<file path="src/rtl/pc_pkg.sv">
// Shared branch-mode encodings and offset helper for the program-counter sequencer.
package pc_pkg;

  typedef enum logic [2:0] {
    PC_SEQ  = 3'b000,
    PC_BEQ  = 3'b001,
    PC_BNE  = 3'b010,
    PC_JUMP = 3'b011,
    PC_CALL = 3'b100,
    PC_RET  = 3'b101,
    PC_JREG = 3'b110,
    PC_RSVD = 3'b111
  } branch_mode_e;

  localparam int PC_STEP  = 4;
  localparam int PC_MAX_W = 64;

  // Sign-extends the low offsetW bits of a word offset and scales it to bytes.
  function automatic logic [PC_MAX_W-1:0] offsetToBytes(input logic [PC_MAX_W-1:0] offset,
                                                        input int unsigned        offsetW);
    logic signed [PC_MAX_W-1:0] ext;
    ext = offset << (PC_MAX_W - offsetW);
    ext = ext >>> (PC_MAX_W - offsetW);
    return ext << 2;
  endfunction

endpackage

</file>
<file path="src/rtl/pc_ras.sv">
// Circular return-address stack: a push when full overwrites the oldest entry;
// callers derive overflow/underflow from full/empty.
module pc_ras #(
  parameter int DEPTH  = 4,
  parameter int DATA_W = 32
) (
  input  logic              clk,
  input  logic              rst_n,
  input  logic              push,
  input  logic              pop,
  input  logic [DATA_W-1:0] push_data,
  output logic [DATA_W-1:0] top,
  output logic              empty,
  output logic              full
);

  localparam int PTR_W = $clog2(DEPTH);
  localparam int CNT_W = PTR_W + 1;

  logic [DATA_W-1:0] r_mem [DEPTH];
  logic [PTR_W-1:0]  r_ptr;
  logic [CNT_W-1:0]  r_count;

  assign empty = (r_count == '0);
  assign full  = (r_count == CNT_W'(DEPTH));
  assign top   = r_mem[r_ptr - PTR_W'(1)];

  // Contents need no reset: the count gates every meaningful read.
  always_ff @(posedge clk) begin
    if (push) begin
      r_mem[r_ptr] <= push_data;
    end
  end

  always_ff @(posedge clk or negedge rst_n) begin
    if (!rst_n) begin
      r_ptr   <= '0;
      r_count <= '0;
    end else if (push) begin
      r_ptr <= r_ptr + PTR_W'(1);
      if (!full) begin
        r_count <= r_count + CNT_W'(1);
      end
    end else if (pop && !empty) begin
      r_ptr   <= r_ptr - PTR_W'(1);
      r_count <= r_count - CNT_W'(1);
    end
  end

endmodule

</file>
<file path="src/rtl/pc_seq_unit.sv">
// Program-counter sequencer: sequential, BEQ/BNE, JUMP, JREG and CALL/RET via pc_ras.
// Defining PC_MISALIGN_TRAP_EN redirects misaligned targets to TRAP_VECTOR and adds MISALIGN.
module pc_seq_unit
  import pc_pkg::*;
#(
  parameter int                ADDR_W       = 32,
  parameter int                OFFSET_W     = 8,
  parameter int                RAS_DEPTH    = 4,
  parameter logic [ADDR_W-1:0] RESET_VECTOR = '0
`ifdef PC_MISALIGN_TRAP_EN
  , parameter logic [ADDR_W-1:0] TRAP_VECTOR = ADDR_W'('h10)
`endif
) (
  input  logic                CLK,
  input  logic                RESET,
  input  logic                STALL,
  input  logic [2:0]          BRANCH,
  input  logic                ZERO,
  input  logic [OFFSET_W-1:0] OFFSET,
  input  logic [ADDR_W-1:0]   JREG_TARGET,
  output logic [ADDR_W-1:0]   PC,
  output logic [ADDR_W-1:0]   NEXT_PC,
  output logic                TAKEN,
  output logic                RAS_OVF,
  output logic                RAS_UNF
`ifdef PC_MISALIGN_TRAP_EN
  , output logic              MISALIGN
`endif
);

  logic [ADDR_W-1:0] r_pc;
  logic              r_ovf;
  logic              r_unf;

  logic [ADDR_W-1:0] w_seqPc;
  logic [ADDR_W-1:0] w_relOff;
  logic [ADDR_W-1:0] w_relPc;
  logic [ADDR_W-1:0] w_sel;
  logic [ADDR_W-1:0] w_next;
  logic [ADDR_W-1:0] w_rasTop;
  logic              w_rasEmpty;
  logic              w_rasFull;
  logic              w_redirect;
  logic              w_taken;
  logic              w_push;
  logic              w_pop;
  logic              w_pushEn;
  logic              w_popEn;

  assign w_seqPc  = r_pc + ADDR_W'(PC_STEP);
  assign w_relOff = ADDR_W'(offsetToBytes(PC_MAX_W'(OFFSET), OFFSET_W));
  assign w_relPc  = w_seqPc + w_relOff;

  // Source selection; w_redirect marks any source other than the sequential one.
  always_comb begin
    w_sel      = w_seqPc;
    w_redirect = 1'b0;
    w_push     = 1'b0;
    w_pop      = 1'b0;
    case (BRANCH)
      PC_BEQ: begin
        if (ZERO) begin
          w_sel      = w_relPc;
          w_redirect = 1'b1;
        end
      end
      PC_BNE: begin
        if (!ZERO) begin
          w_sel      = w_relPc;
          w_redirect = 1'b1;
        end
      end
      PC_JUMP: begin
        w_sel      = w_relPc;
        w_redirect = 1'b1;
      end
      PC_CALL: begin
        w_sel      = w_relPc;
        w_redirect = 1'b1;
        w_push     = 1'b1;
      end
      PC_RET: begin
        w_pop = 1'b1;
        if (!w_rasEmpty) begin
          w_sel      = w_rasTop;
          w_redirect = 1'b1;
        end
      end
      PC_JREG: begin
        w_sel      = JREG_TARGET;
        w_redirect = 1'b1;
      end
      default: begin
        w_sel = w_seqPc;
      end
    endcase
  end

`ifdef PC_MISALIGN_TRAP_EN
  logic w_misalign;
  logic r_misalign;

  // A misaligned target is replaced by the trap vector and suppresses a CALL push.
  always_comb begin
    w_misalign = (w_sel[1:0] != 2'b00);
    w_next     = w_misalign ? TRAP_VECTOR : w_sel;
    w_taken    = w_redirect | w_misalign;
    w_pushEn   = w_push & ~w_misalign & ~STALL;
  end

  always_ff @(posedge CLK or negedge RESET) begin
    if (!RESET) begin
      r_misalign <= 1'b0;
    end else if (!STALL && w_misalign) begin
      r_misalign <= 1'b1;
    end
  end

  assign MISALIGN = r_misalign;
`else
  assign w_next   = w_sel;
  assign w_taken  = w_redirect;
  assign w_pushEn = w_push & ~STALL;
`endif

  assign w_popEn = w_pop & ~STALL;

  pc_ras #(
    .DEPTH  (RAS_DEPTH),
    .DATA_W (ADDR_W)
  ) u_ras (
    .clk       (CLK),
    .rst_n     (RESET),
    .push      (w_pushEn),
    .pop       (w_popEn),
    .push_data (w_seqPc),
    .top       (w_rasTop),
    .empty     (w_rasEmpty),
    .full      (w_rasFull)
  );

  always_ff @(posedge CLK or negedge RESET) begin
    if (!RESET) begin
      r_pc  <= RESET_VECTOR;
      r_ovf <= 1'b0;
      r_unf <= 1'b0;
    end else if (!STALL) begin
      r_pc  <= w_next;
      r_ovf <= r_ovf | (w_pushEn & w_rasFull);
      r_unf <= r_unf | (w_popEn & w_rasEmpty);
    end
  end

  assign PC      = r_pc;
  assign NEXT_PC = w_next;
  assign TAKEN   = w_taken;
  assign RAS_OVF = r_ovf;
  assign RAS_UNF = r_unf;

endmodule

</file>
<file path="config.mk">
export PLATFORM = sky130hd
export DESIGN_NAME = pc_seq_unit
export DESIGN_NICKNAME = d
export VERILOG_FILES = /design/src/rtl/pc_pkg.sv /design/src/rtl/pc_ras.sv /design/src/rtl/pc_seq_unit.sv
export SDC_FILE = /design/constraint.sdc
export NUM_CORES = 1
export LEC_CHECK = 0
export BUFFER_PORTS_ARGS = -buffer_cell sky130_fd_sc_hd__buf_2
export CORE_ASPECT_RATIO = 1.1
export CORE_UTILIZATION = 35
export DETAILED_ROUTE_END_ITERATION = 8
export PLACE_DENSITY = 0.61
export SKIP_CTS_REPAIR_TIMING = 1
export SLEW_MARGIN = 20
export SYNTH_ARGS = -nofsm -noshare
export SYNTH_HDL_FRONTEND = slang
export SYNTH_HIERARCHICAL = 1
export SYNTH_SLANG_ARGS = --single-unit
</file>
<file path="constraint.sdc">
create_clock -name CLK -period 4.2 [get_ports CLK]
set_input_delay 0.63 -clock CLK [delete_from_list [all_inputs] [get_ports CLK]]
set_output_delay 0.63 -clock CLK [all_outputs]
set_load 0.03 [all_outputs]
</file>
==> results of run 1 <==
[per-stage QoR]
stage | total power, W | TNS [ns] | std cells | utilization (%) | instance area, sq um
after global placement | 0.007696 | -0.6672 | 1285 | 43.78 | 11190
after detailed placement | 0.007750 | -0.8008 | 1285 | 43.78 | 11190
after floorplan | 0.005777 | -0.2237 | 718 | - | 9269
after CTS | 0.009518 | -8.354 | 1317 | 46.27 | 11830
final | 0.01038 | -3.485 | 1330 | 50.08 | 12800
after global routing | 0.01092 | -5.974 | 1330 | 50.08 | 12800
[cell usage in the layout (no fill, tap or decap), types with 5 or more instances in the layout]
cell type,instances
buf_2,97
nand2b_1,7
xor2_1,15
nand3_1,15
mux2i_1,5
nor2_4,5
a21oi_2,11
nor2_2,8
xnor2_2,10
mux4_2,32
ha_1,27
buf_6,21
o21a_1,13
buf_4,147
and2_1,6
nand2_1,33
dfrtp_2,10
nor2_1,21
xnor2_1,16
o21ai_0,14
a222oi_1,25
o31ai_2,6
nor3_1,6
o21ai_1,17
ha_4,10
clkbuf_16,17
a21oi_1,26
nand4_1,5
o21ai_2,8
edfxtp_1,128
a21o_1,12
inv_1,22
dfrtp_1,29
mux2_2,27
[how the worst max path moves through the flow]
stage / to
global placement: NEXT_PC[23]
CTS: NEXT_PC[30]
detailed placement: NEXT_PC[31]
finish: NEXT_PC[27]
global route: NEXT_PC[30]
floorplan: NEXT_PC[30]
[area by class of cell]
cell class | instances | area, sq um | area share (%)
inverter | 22 | 82.58 | 0.6449
multi-input combinational | 496 | 4980 | 38.89
tap | 346 | 432.9 | 3.381
clock buffer | 17 | 425.4 | 3.322
sequential | 167 | 4832 | 37.74
clock inverter | 15 | 211.5 | 1.651
timing repair buffer | 267 | 1841 | 14.37
[worst register-to-register path, cell delays in order, from the launching register on]
cell      delay (ns)
dfrtp_2         0.40
ha_4            0.14
and4_4          0.24
nand4_1         0.10
buf_6           0.17
nor2_4          0.20
nand3_4         0.12
xnor2_4         0.15
ha_4            0.31
buf_6           0.10
a21oi_4         0.05
o21ai_4         0.21
o21bai_4        0.09
nor4_4          0.31
o21bai_1        0.17
a21boi_1        0.27
o31ai_4         0.10
buf_4           0.16
mux2_2          0.25
[where the power goes]
part / switching [W] / total (W) / internal [W]
logic: 0.00351 / 0.00624 / 0.00273
registers: 0.000205 / 0.00241 / 0.00221
clock network: 0.000715 / 0.00173 / 0.00101
[Yosys cell counts, types with 10 or more instances]
cell type,instances
inv_1,22
mux4_2,32
nand3_1,18
o21ai_1,10
ha_1,39
nor2_1,34
xor2_1,19
a21o_1,12
xnor2_1,27
mux2_2,27
o31ai_1,12
o21ai_0,31
clkbuf_1,24
a222oi_1,25
nand2_1,38
dfrtp_1,39
a21oi_1,40
nor3_1,10
o21a_1,14
edfxtp_1,128
[state kept, by name, indices dropped and copies added (netlist names)]
name	count
u_ras/r_mem	128
u_ras/r_count	3
RAS_UNF	1
PC	32
RAS_OVF	1
u_ras/r_ptr	2
[routing by layer]
metal  GRT usage, %  wire (um)  vias up
met4          5.413        389        0
met3          2.957       1257       26
li1               -          -     3358
met1          26.32      11770     3720
met5              0          0        -
met2          36.35      14370      209
[kinds of logic after synthesis]
kind of cell / share of synthesized area (%)
adder cells (fa/ha/maj): 5.735
multiplexers: 11.67
AND/OR/NAND/NOR: 8.589
buffers and inverters: 2.501
AO/OA/AOI/OAI: 14.77
XOR/XNOR: 4.376
flip-flops: 52.35
==> results.json, run 1 <==
{
  "fin_ws_ns": -0.3683,
  "core.rowCount": 61,
  "antenna_found_initial": 0,
  "final_nets": 1059,
  "via_per_inst": 5.498,
  "slew_viol_final": 0,
  "skew_ns": 0.008355,
  "hold_violations": 0,
  "cp.arrival_ns": 3.94,
  "drcViolationCount": 0,
  "fin_crit_ns": 4.568,
  "port_buffers": 113,
  "grt_use_total_pct": 20.57,
  "synthTopCellsByArea": "edfxtp_1 (42%), dfrtp_1 (11%), mux4_2 (7.8%), ha_1 (5.3%), mux2_2 (3.3%)",
  "num_vias": 7313,
  "worst-path-stages": 16,
  "wl_per_cell_um": 20.89,
  "ys_ff_latch": 167,
  "worst_slew_pin_slew_ns": 1.016,
  "regToRegSetupSlack_ns": 0.54,
  "setup_viol": 14,
  "fillers": 2229,
  "ys_types": 64,
  "synthCells": 718,
  "r2r_start": "PC[3]",
  "grt_overflow": 0,
  "synth_top_area_cell": "edfxtp_1",
  "max_stage_delay_ns": 0.44,
  "leakagePower_nw": 5.026,
  "p_per_area_nw_per_um2": 810.6,
  "dieHeight_um": 172.1,
  "insertedDiodeCount": 0,
  "place.gp.congestion": 0.8481,
  "drive_above_1_share_pct": 50.00,
  "cts_tree": "yes",
  "cts_inserted_buffers": 17,
  "clock-sinks": 167,
  "dominantRegCellSynth": "edfxtp_1",
  "cp-start-kind": "flip-flop",
  "fp.dieW_um": 156.6,
  "drt_iter0_drc": 517,
  "pre_cts_slack_ns": -0.1359,
  "clk_pin_slew_ns": 0.07,
  "synth_edf_count": 128,
  "cts_root_buf": "clkbuf_16",
  "reg2reg_depth": 18,
  "critical_path.max_fanout": 6,
  "synth.top_cell.area_share_pct": 41.75,
  "critPathMostFrequentCell": "buf_6",
  "ir_drop_uv": 426.7,
  "cp_cell_sequence": "buf_6 > and3_4 > buf_6 > and3_4 > xor2_2 > ha_1 > a21o_1 > a2111o_1 > a21oi_4 > nor4_4 > buf_4 > o21ba_4 > o21a_1 > o31ai_2 > buf_4 > buf_6",
  "clock_path_buffers": 2,
  "die-area_sq_um": 26960,
  "syn-num-nets": 806,
  "ant_nets": 0,
  "drt_pass1_iterations": 6,
  "grt_max_degree": 40,
  "slew_headroom_pct": 32.28,
  "fmax_mhz": 218.9,
  "failed_checks": "negative setup slack",
  "ioPinCount": 114,
  "cp_num_buf_inv": 5,
  "cp_slowest_cell": "dfrtp_2",
  "initial_core_util_pct": 36.01,
  "grt_first_pass_wirelength_um": 40860,
  "synth_seq_area_share_pct": 52.35,
  "crit_required_ns": 3.57,
  "rsz0062_at_grt": "yes",
  "wl_um": 27790,
  "first_global_vias": 7143,
  "cpLargestDelayFamily": "compound AO/OA/AOI/OAI gates",
  "yosysWarnings": 6,
  "area_growth_pct": 39.09,
  "crit_path_end_kind": "output port",
  "clk_latency_ns": 0.43,
  "max_cap_violations": 0,
  "holdCritPathClass": "in2async",
  "status": "finished with violations",
  "holdWs_ns": 0.3633,
  "htreeDepth": 4,
  "avgSynthCellArea_sq_um": 12.82,
  "place_hpwl_um": 19090,
  "path_class": "reg2out",
  "worstSetupStartpoint": "PC[3]",
  "ys_async_sr_fraction_pct": 23.35,
  "syn_area_sq_um": 9206,
  "period_share_pct": 108.8,
  "core_area_sq_um": 25570,
  "r2r_end": "PC[25]"
}
Note: power is estimated with default switching activity, not from simulation.
==> inputs of run 2 (changes only) <==
Settings changed: ABC_AREA set to 1, CTS_CLUSTER_DIAMETER set to 80, PLACE_DENSITY 0.61 to 0.6.
==> results.json, run 2 <==
{
  "first_global_vias": 9476,
  "synth.cells.most_frequent": "nand2_1 (419), inv_1 (153), edfxtp_1 (128)",
  "status": "complete, no violations",
  "via_per_inst": 5.100,
  "place.gp.congestion": 0.9722,
  "drive_above_1_share_pct": 31.85,
  "critical_path.max_fanout": 7,
  "cp_slowest_cell": "dfrtp_2",
  "largest_register": "u_ras/r_mem",
  "antenna_found_initial": 0,
  "place_hpwl_um": 26470,
  "skew_ns": 0.01429,
  "leakagePower_nw": 6.216,
  "ys_async_sr_fraction_pct": 23.35,
  "dieHeight_um": 187.4,
  "synth.most_common_cell": "nand2_1",
  "largest_reg_flops": 128,
  "ir_drop_uv": 326.9,
  "path_class": "reg2out",
  "setup_viol": 0,
  "crit_path_end_kind": "output port",
  "cp_cell_sequence": "buf_4 > inv_4 > nor2_4 > nand2_4 > nor3_4 > nand2_2 > and2_4 > ha_4 > nand2_2 > nor2_4 > and2_1 > nand3_2 > nand4_1 > nand3_1 > a21boi_1 > buf_4",
  "hold_violations": 0,
  "grt_use_total_pct": 22.77,
  "slew_viol_final": 0,
  "final_common_cell": "nand2_1",
  "die-area_sq_um": 31960,
  "clock_path_buffers": 2,
  "synthCells": 1350,
  "drcViolationCount": 0,
  "fmax_mhz": 242.8,
  "tns_ns": 0,
  "synth.top_cell.area_share_pct": 35.14,
  "drt_iter0_drc": 699,
  "ys_types": 50,
  "yosysWarnings": 6,
  "finalPower_w": 0.009826,
  "cp.arrival_ns": 3.49,
  "num_vias": 10020,
  "cts_inserted_buffers": 17,
  "clk_pin_slew_ns": 0.08,
  "synth_seq_area_share_pct": 44.06,
  "core.rowCount": 67,
  "insertedDiodeCount": 0,
  "clock-sinks": 167,
  "rsz0062_at_grt": "yes",
  "stdcell_count": 1965,
  "grt_first_pass_wirelength_um": 54170,
  "port_buffers": 113,
  "cts_tree": "yes",
  "p_per_area_nw_per_um2": 704.4,
  "cp-start-kind": "flip-flop",
  "area_growth_pct": 27.52,
  "drt_pass1_iterations": 6,
  "fin_ws_ns": 0.08087,
  "dominantRegCellSynth": "edfxtp_1",
  "grt_max_degree": 68,
  "cts_root_buf": "clkbuf_16",
  "pre_cts_slack_ns": 0.06988,
  "synthTopCellsByArea": "edfxtp_1 (35%), nand2_1 (14%), dfrtp_1 (8.9%), inv_1 (5.3%), ha_1 (4.5%)",
  "fp.dieW_um": 170.6,
  "worst_slew_pin_slew_ns": 1.097,
  "syn-num-nets": 1438,
  "layout_common_cells": "nand2_1 (387), inv_1 (141), edfxtp_1 (128)",
  "ant_nets": 0,
  "fillers": 2906,
  "ioPinCount": 114,
  "period_share_pct": 98.07,
  "wl_um": 36510,
  "crit_required_ns": 3.57,
  "avgSynthCellArea_sq_um": 8.102,
  "holdCritPathClass": "in2async",
  "ys_ff_latch": 167,
  "core_area_sq_um": 30600,
  "final_nets": 1626,
  "syn_area_sq_um": 10940,
  "place_inst": 1881,
  "wl_per_cell_um": 18.58,
  "fin_crit_ns": 4.119,
  "slew_headroom_pct": 26.88,
  "finish.utilization_pct": 45.59,
  "synth_top_area_cell": "edfxtp_1",
  "htreeDepth": 4,
  "clk_latency_ns": 0.44,
  "max_cap_violations": 0,
  "initial_core_util_pct": 35.75,
  "grt_overflow": 0,
  "synth_edf_count": 128,
  "max_stage_delay_ns": 0.43
}
-- run 2: cell types whose count changed in the layout (fill, tap and decap cells not counted), moves of 27 or more --
cell | before | now
nand3_1 | 15 | 72
inv_1 | 22 | 141
nand2_1 | 33 | 387
nor2_1 | 21 | 94
nand2_2 | 4 | 38
nor2_4 | 5 | 36
mux2_2 | 27 | 0
o21ai_0 | 14 | 72
mux4_2 | 32 | 0
buf_4 | 147 | 102
-- run 2: layer usage --
metal  vias up  part of all wire, %  track usage [%]
li1       4826                    -                -
met1      4762                   43            30.42
met2       356                   48            36.41
met3        77                  5.0            2.793
met4         0                  4.2            10.88
met5         -                    0                0
-- run 2: final timing paths --
kind,slack (ns),end,depth (start not counted),from
setup reg to reg,1.01,PC[15],20,PC[3]
hold / removal,0.17,u_ras/r_count[0],1,RESET
min in group CLK,0.46,RAS_OVF,1,RAS_OVF
setup / recovery,0.08,NEXT_PC[26],16,PC[2]
hold reg to reg,0.46,RAS_OVF,1,RAS_OVF
max in group asynchronous,3.56,PC[10],1,RESET
-- run 2: report_power, final --
part	internal (W)	switching [W]	total [W]
clock network	0.000961	0.000726	0.00169
registers	0.00214	0.000247	0.00239
logic	0.00201	0.00375	0.00575
total	0.00511	0.00472	0.00983
-- run 2: cell type report --
type	count	area [sq um]	area share, %
inverter	162	615.6	4.413
sequential	167	4850	34.77
clock inverter	15	206.4	1.480
tap	414	518.0	3.714
multi-input combinational	979	5983	42.90
clock buffer	17	425.4	3.050
timing repair buffer	211	1350	9.679
-- run 2: critical path, delay by kind of cell (launching register included) --
family                     cells  cell delay [ns]
buffers and inverters          3             0.42
adders and majority gates      1             0.29
AOI/OAI and AO/OA              1             0.24
and+or+nand+nor               11             1.65
DFF                            1             0.43
-- run 2: metrics by stage --
stage	hold WS [ns]	area, sq um
final	0.1688	13950
after global routing	0.2002	13950
after CTS	0.3883	12720
after detailed placement	0.4459	12090
after global placement	0.4379	12090
after floorplan	0.3344	10940
-- run 2: cells by family (layout without fill, tap and decap cells) --
group           after synthesis  in the layout  share of synthesized area (%)
fa+ha+maj                    41             41                          4.827
xor+xnor                     22             22                          1.830
simple gates                721            721                          29.60
flops                       167            167                          44.06
buf+inv                     204            405                          8.122
compound gates              195            195                          11.55
